**src/rtl/sintab_arb.sv**
```systemverilog
// sintab_arb: round-robin scheduler sharing one registered log-sine LUT
// (sintab) among NREQ FM operator requesters.
//
// Each requester offers a full-wave phase of asz+2 bits. The granted phase is
// folded to a quarter-wave address and registered onto tab_addr. The sign
// travels alongside in a two-stage pipeline that matches the LUT's one-cycle
// read. A lookup granted in cycle T therefore answers in cycle T+2.
//
// Ports
//   clk        in   system clock
//   reset_n    in   asynchronous active-low reset
//   req        in   [NREQ]           per-requester lookup request (valid)
//   req_phase  in   [NREQ*(asz+2)]   packed phases, requester i at [i*(asz+2) +: asz+2]
//   ack        out  [NREQ]           one-hot combinational grant (ready)
//   tab_addr   out  [asz]            registered LUT address
//   tab_sine   in   [osz]            LUT registered output
//   rsp_valid  out                   one-cycle response strobe per lookup
//   rsp_id     out  [IDW]            requester owning the response
//   rsp_sine   out  [osz]            log-sine magnitude (tab_sine passthrough)
//   rsp_sign   out                   sign of the sine (phase MSB)
module sintab_arb #(
    parameter int NREQ = 4,
    parameter int IDW  = 2,
    parameter int asz  = 8,
    parameter int osz  = 12
) (
    input  logic                     clk,
    input  logic                     reset_n,
    input  logic [NREQ-1:0]          req,
    input  logic [NREQ*(asz+2)-1:0]  req_phase,
    output logic [NREQ-1:0]          ack,
    output logic [asz-1:0]           tab_addr,
    input  logic [osz-1:0]           tab_sine,
    output logic                     rsp_valid,
    output logic [IDW-1:0]           rsp_id,
    output logic [osz-1:0]           rsp_sine,
    output logic                     rsp_sign
);

    localparam int PW = asz + 2;

    logic [IDW-1:0]  r_ptr;
    logic [asz-1:0]  r_tab_addr;
    logic            r_s1_valid;
    logic [IDW-1:0]  r_s1_id;
    logic            r_s1_sign;
    logic            r_s2_valid;
    logic [IDW-1:0]  r_s2_id;
    logic            r_s2_sign;

    logic [NREQ-1:0] w_ack;
    logic [IDW-1:0]  w_gnt_idx;
    logic            w_found;
    logic            w_xfer;
    logic [PW-1:0]   w_phase;
    logic [asz-1:0]  w_fold;

    // Round-robin search: start one past the last winner and wrap modulo
    // NREQ, so the previous winner has the lowest priority next time.
    always_comb begin
        // NOTE: every variable gets a default before the search so no path
        // through this block can hold an old value and infer a latch.
        w_ack     = '0;
        w_gnt_idx = '0;
        w_found   = 1'b0;
        for (int j = 1; j <= NREQ; j++) begin
            if (!w_found && req[IDW'((int'(r_ptr) + j) % NREQ)]) begin
                w_found   = 1'b1;
                w_gnt_idx = IDW'((int'(r_ptr) + j) % NREQ);
            end
        end
        // No grant may be issued while reset is held.
        if (w_found && reset_n) begin
            w_ack[w_gnt_idx] = 1'b1;
        end
    end

    assign w_xfer = |w_ack;

    // Phase mux driven by the one-hot grant; constant slice bases only.
    always_comb begin
        w_phase = '0;
        for (int i = 0; i < NREQ; i++) begin
            if (w_ack[i]) begin
                w_phase = req_phase[i*PW +: PW];
            end
        end
    end

    // Quarter-wave fold: odd quadrants run the table backwards.
    assign w_fold = w_phase[asz] ? ~w_phase[asz-1:0] : w_phase[asz-1:0];

    always_ff @(posedge clk or negedge reset_n) begin
        if (!reset_n) begin
            // NOTE: the whole pipeline is reset, not just the valids, so
            // rsp_id/rsp_sign read as zero after reset rather than stale data.
            r_ptr      <= IDW'(NREQ - 1);
            r_tab_addr <= '0;
            r_s1_valid <= 1'b0;
            r_s1_id    <= '0;
            r_s1_sign  <= 1'b0;
            r_s2_valid <= 1'b0;
            r_s2_id    <= '0;
            r_s2_sign  <= 1'b0;
        end else begin
            // NOTE: non-blocking assignments so every register samples the
            // pre-edge values, making the two stages a true pipeline.
            r_s1_valid <= w_xfer;
            if (w_xfer) begin
                r_ptr      <= w_gnt_idx;
                r_tab_addr <= w_fold;
                r_s1_id    <= w_gnt_idx;
                r_s1_sign  <= w_phase[asz+1];
            end
            // Second stage mirrors the LUT's own read register.
            r_s2_valid <= r_s1_valid;
            r_s2_id    <= r_s1_id;
            r_s2_sign  <= r_s1_sign;
        end
    end

    assign ack       = w_ack;
    assign tab_addr  = r_tab_addr;
    assign rsp_valid = r_s2_valid;
    assign rsp_id    = r_s2_id;
    assign rsp_sign  = r_s2_sign;
    assign rsp_sine  = tab_sine;

endmodule

```
**config.mk**
```make
export PLATFORM = sky130hd
export DESIGN_NAME = sintab_arb
export DESIGN_NICKNAME = d
export VERILOG_FILES = /design/src/rtl/sintab_arb.sv
export SDC_FILE = /design/constraint.sdc
export NUM_CORES = 1
export LEC_CHECK = 0
export CAP_MARGIN = 20
export CELL_PAD_IN_SITES_DETAIL_PLACEMENT = 1
export CELL_PAD_IN_SITES_GLOBAL_PLACEMENT = 1
export CORE_AREA = 10 10 83 85
export DETAILED_ROUTE_END_ITERATION = 7
export DIE_AREA = 0 0 93 95
export PLACE_DENSITY = 0.9
export SLEW_MARGIN = 20
export SYNTH_ARGS = -nofsm -noshare
export SYNTH_HDL_FRONTEND = slang
export SYNTH_SLANG_ARGS = --single-unit
```
**constraint.sdc**
```tcl
create_clock -name clk -period 5.65 [get_ports clk]
set_input_delay 1.4125 -clock clk [delete_from_list [all_inputs] [get_ports clk]]
set_output_delay 1.4125 -clock clk [all_outputs]
set_load 0.005 [all_outputs]
```
* Word level (Yosys, flattened, before mapping)
Cells that the tools add are included.
** Word-level totals
- Register bits after elaboration :: 18
- Bits of input ports :: 58
- Output and inout bits :: 28
- Logic and storage cells :: 56
** Cells by class
- $add $sub $neg :: 4
- Order comparisons :: 6
- Mux-type cells :: 28
- Bitwise gates (word level) :: 1
- Reduce and logical (&&, ||, !) cells :: 9
** Operators by type and width (count)
- 10-bit 2-to-1 mux :: 4
- 2-bit by 4-bit less-than comparator with 1-bit output, second input constant :: 4
- 1-bit 2-to-1 mux :: 13
- 1-bit binary-select mux with 2-bit select :: 4
- 2-bit 2-to-1 mux :: 4
- 8-bit 2-to-1 mux :: 1
- 8-bit inverter :: 1
- 1-bit logical AND :: 5
- 2-bit by 1-bit adder with 2-bit output, second input constant :: 2
- 2-bit adder, second input constant :: 2
- 4-bit 2-to-1 mux :: 1
- 4-bit OR reduction :: 1
- 1-bit logical NOT :: 3
- 2-bit by 3-bit less-than comparator with 1-bit output, second input constant :: 1
- 1-bit demux with 2-bit select :: 1
- 2-bit by 1-bit greater-or-equal comparator with 1-bit output, second input constant :: 1

* Depth between registers and ports, before layout
- Depth in word-level cells :: 25
- Depth in mapped cells :: 9
- Depth with buffers taken out :: 7

* Worst setup path before layout
OpenSTA, ideal clock, no wires.
- Path kind :: input port to output port
- Start :: input port req[0]
- End :: output port ack[2]
- Data arrival time :: 2.505 ns
- Data required time :: 4.238 ns
- Setup slack :: 1.733 ns
- Stages :: 6
- Path buffers :: 2
- Cell sequence :: nor2_2 o21ai_2 a311oi_4 buf_6 buf_2 and3_1
** On the way
- Word-level cells in the longest chain between the ends :: 18
- Elaborated cells between the ends (all ways) :: 33
- Classes of those cells :: order compare (2); mux (23); reduce/logical (8)
** RTL lines
- from (decl) :: RTL line 29 : input logic [NREQ-1:0] req,
- 1-bit binary-select mux with 2-bit select :: RTL line 67 : if (!w_found && req[IDW'((int'(r_ptr) + j) % NREQ)]) begin
- 1-bit 2-to-1 mux (not written as such) (2 in a row) :: RTL line 67
- 1-bit 2-to-1 mux :: RTL line 67
- 1-bit logical NOT :: RTL line 67
- 1-bit logical AND :: RTL line 67
- 1-bit 2-to-1 mux :: RTL line 67
- 1-bit logical NOT :: RTL line 67
- 1-bit logical AND :: RTL line 67
- 1-bit 2-to-1 mux :: RTL line 67
- 1-bit logical NOT :: RTL line 67
- 1-bit logical AND :: RTL line 67
- 2-bit 2-to-1 mux :: RTL line 67
- 2-bit by 3-bit less-than comparator with 1-bit output (not written as such) / 2-bit by 1-bit greater-or-equal comparator with 1-bit output (equally long branches) :: RTL line 74 : w_ack[w_gnt_idx] = 1'b1;
- 1-bit logical AND (not written as such) :: RTL line 74
- 1-bit 2-to-1 mux (not written as such) :: RTL line 74
- 1-bit demux with 2-bit select :: RTL line 74
- 4-bit 2-to-1 mux (*) :: RTL line 73 : if (w_found && reset_n) begin
- to (decl) :: RTL line 31 : output logic [NREQ-1:0] ack,
Every way passes the cells marked *; elsewhere a longest branch is shown, timed or not. The select of a mux whose other input is x is not followed.

* Final worst setup path
- Start :: input port req[3]
- End :: output port ack[0]
The elaborated chain is that of the path after synthesis.

==> results.md <==
- Post-synthesis register bit count: 18
- Reg2reg setup slack: roughly 3.1 ns
- CP cell instances: clkdlybuf4s50_1 > nor2_1 > nand2_1 > nand2_1 > clkinv_1 > nand2_1 > nor2_1 > clkdlybuf4s50_1
- Mean cell area of the mapped netlist: between 9 and 10 um^2
- Die W: 93 um
- Initial Util: 0.2658
- Crit path from: req[3]
- Fmax achieved: about 200 MHz
- Max Cap Viol: 0
- Detail Route Antenna Nets: 0
- CP Launch Type: input pin
- Register area share after synthesis: 0.3192
- Critical Path Max Stage Delay: 0.48 ns
- First-pass GRT wire length: 7231 um
- Multi-input combinational cell area: 795.8 um^2
- Int Pwr: between 300 and 400 uW
- Slowest-stage cell, CP: clkdlybuf4s50_1
- Crit path capture: ack[0]
- Clk_lat worst skew: roughly 0.26 ns
- Slew of the pin with the lowest slew margin: 0.5066 ns
- Detailed Routing Iterations Pass 1: 2
- Period minus WS final: 5.148 ns
- Net Switching: 189.4 uW
- Fill cells: about 650
- Via count: 1248
- Share of post-route cells with drive strength above 1: 0.09500
- Hold_sp: r_s1_valid
- Worst path top cell family by delay: buffers and inverters
- Area of the mapped netlist: between 1000 and 1500 um^2
- Die Ht: 95 um
- HP Class: reg2reg
- Vias in the first global route: 1454
- GP Congestion: 0.7709
- # Post-CTS Setup Buffers: 0
- CTS Sinks: 18
- Final worst setup slack: 0.5024 ns
- CTS H-tree depth: 1
- DRC viols: 0
- Synth Instances: between 150 and 200
- Register-to-Register Path Depth: 6
- Routed WL per cell: about 16 um
- R2r startpoint: r_ptr[1]
- Status: finished clean
- Rows: 27
- Worst Path Buf+Inv: 3
- Cell total after placement: 268
- # port buffers: 61
- Clock Skew: 0.001114 ns
- Fin nets: between 200 and 300
- Hold Buf Count CTS: 0
- Slew Viols, Final: 0
- Initial antenna violation count: 0
- Max FO, Critical Path: 19
- Design area: 2049 um^2
- Worst vdd ir: between 0.09 and 0.1 mV
- Initial DRC count: 61
- Crit path depth: 8
- RSZ-0062 raised after global routing: false
- Grt ovf: 0
- Avg Vias per Cell: 4.588
- Diodes inserted: 0
- Final Hold Vio Count: 0
- Pre-CTS WS: roughly 0.48 ns
- Data required, critical path: 4.24 ns
- Die Area: approximately 9000 um^2
- Layout area overhead: 44.44%
- PD cells: 279.2 nW/um^2
- Synth unique cells: 34
- Total wire length: 4365 um
- CTS Buf Count: 3
- YS warnings: 0
- Io pins: 86
- Combinational Power Share: 0.490
- R2R Path End: tab_addr[2]
- Sw Share: 0.3310
- Period utilization: 0.9111
- Clk buf depth: 2
- Seq pwr share: 0.323
- P_leak: 0.0008092 uW
- Overall power after layout: 572.2 uW
- Most used cell, CP: nand2_1
- Total Neg Setup Slack: 0 ns
- Cell Count, Final, Fillers Out: between 200 and 300
- Dpl hpwl: 3660 um
- Core ar.: 5338 um^2
- Finish-stage setup viols: 0
- Gr usage total: 0.1012
- Area after DPL: roughly 2000 um^2
- Post-CTS Resized: 0
- Clock Power Share: 0.187
- Critical path class: in2out
- FF/Latch Area: 452.9 um^2
- Max_slew headroom: 0.6623
- Clock Tree Root: clkbuf_8
- Largest net degree at the start of global routing: 28
- Syn_nets: 212
- Crit. End Element: output port
- Clk slew on worst S/H paths: roughly 0.07 ns
- CTS tree: built
- Worst EP arrival: 3.74 ns
[sequential cells by signal, indices dropped and copies added, names as in the netlist]
name,cells
tab_addr,8
r_ptr,2
r_s1_id,2
rsp_id,2
r_s1_sign,1
r_s1_valid,1
rsp_sign,1
rsp_valid,1
[cell usage after synthesis]
library cell	instances	area, um^2
o221ai_1	2	17.52
buf_4	12	90.09
nand2_1	17	63.81
inv_1	3	11.26
nor2b_1	1	6.260
nor2_2	1	6.260
a21boi_0	1	7.510
clkbuf_1	5	18.77
mux2_2	3	33.78
and3_1	1	6.260
a21oi_2	1	8.760
dfstp_2	2	52.55
o21ai_2	1	8.760
o211ai_1	6	45.04
buf_6	3	33.78
mux2i_1	8	80.08
buf_1	2	7.510
xnor2_1	12	105.1
and2_1	1	6.260
xor2_1	12	105.1
o21ai_1	1	5.000
buf_2	1	5.000
a221oi_4	1	26.28
a311oi_4	1	26.28
a211o_1	6	52.55
nand3b_1	1	7.510
o22ai_1	3	18.77
a31oi_1	6	37.54
mux4_2	1	22.52
dfrtp_1	16	400.4
o21a_1	1	7.510
nand2b_1	5	31.28
nor2_1	16	60.06
clkinv_1	1	3.750
[area by class of cell]
class	instances	area share
clock buffer	4	0.02686
inverter	4	0.007326
multi-input combinational	109	0.3883
sequential	18	0.2210
tap	72	0.04396
timing repair buffer	65	0.3126
[power groups by stage]
stage	clock network (uW)	logic (uW)	registers, uW
finish	107	280	185
global route	115	309	191
CTS	110	287	186
detailed placement	0	286	188
global placement	0	278	186
floorplan	0	164	184
[kinds of logic (layout without fill, tap and decap cells)]
kind of cell              Yosys count  after routing  share of synthesized area
and+or+nand+nor                    43             43                     0.1323
AOI/OAI and AO/OA                  30             30                     0.1843
buffers and inverters              27             73                     0.1199
xor gates and xnor gates           24             24                     0.1481
DFF                                18             18                     0.3192
muxes                              12             12                    0.09612
[stage by stage]
step	hold slack (ns)	util
2_1_floorplan	0.3312	-
3_3_place_gp	0.3368	0.3737
3_5_place_dp	0.3411	0.3737
4_1_cts	0.3573	0.3840
5_1_grt	0.3571	0.3840
6_report	0.3555	0.3840
[layout by cell type, fill, tap and decap left out, types with 2 or more instances in the layout]
cell type / count
a211o_1: 6
a31oi_1: 6
buf_4: 4
clkbuf_8: 4
clkdlybuf4s50_1: 61
dfrtp_1: 16
dfstp_2: 2
inv_1: 3
mux2_2: 3
mux2i_1: 8
nand2_1: 17
nand2b_1: 5
nor2_1: 16
o211ai_1: 6
o221ai_1: 2
o22ai_1: 3
xnor2_1: 12
xor2_1: 12
[per-layer routing]
layer / global-route usage / vias up / wire (um)
met3: 0.03251 / 8 / 292
met4: 0.03342 / 0 / 58
met1: 0.1094 / 587 / 1829
met2: 0.1828 / 50 / 2184
li1: - / 603 / -
met5: 0 / - / 0
[worst min path at each step]
stage	end	slack, ns	depth (start not counted)
floorplan	rsp_valid	0.33	0
global placement	rsp_valid	0.34	0
detailed placement	rsp_valid	0.34	0
CTS	rsp_valid	0.36	0
global route	rsp_valid	0.36	0
finish	rsp_valid	0.36	0
Power figures use the tool's default switching activity.
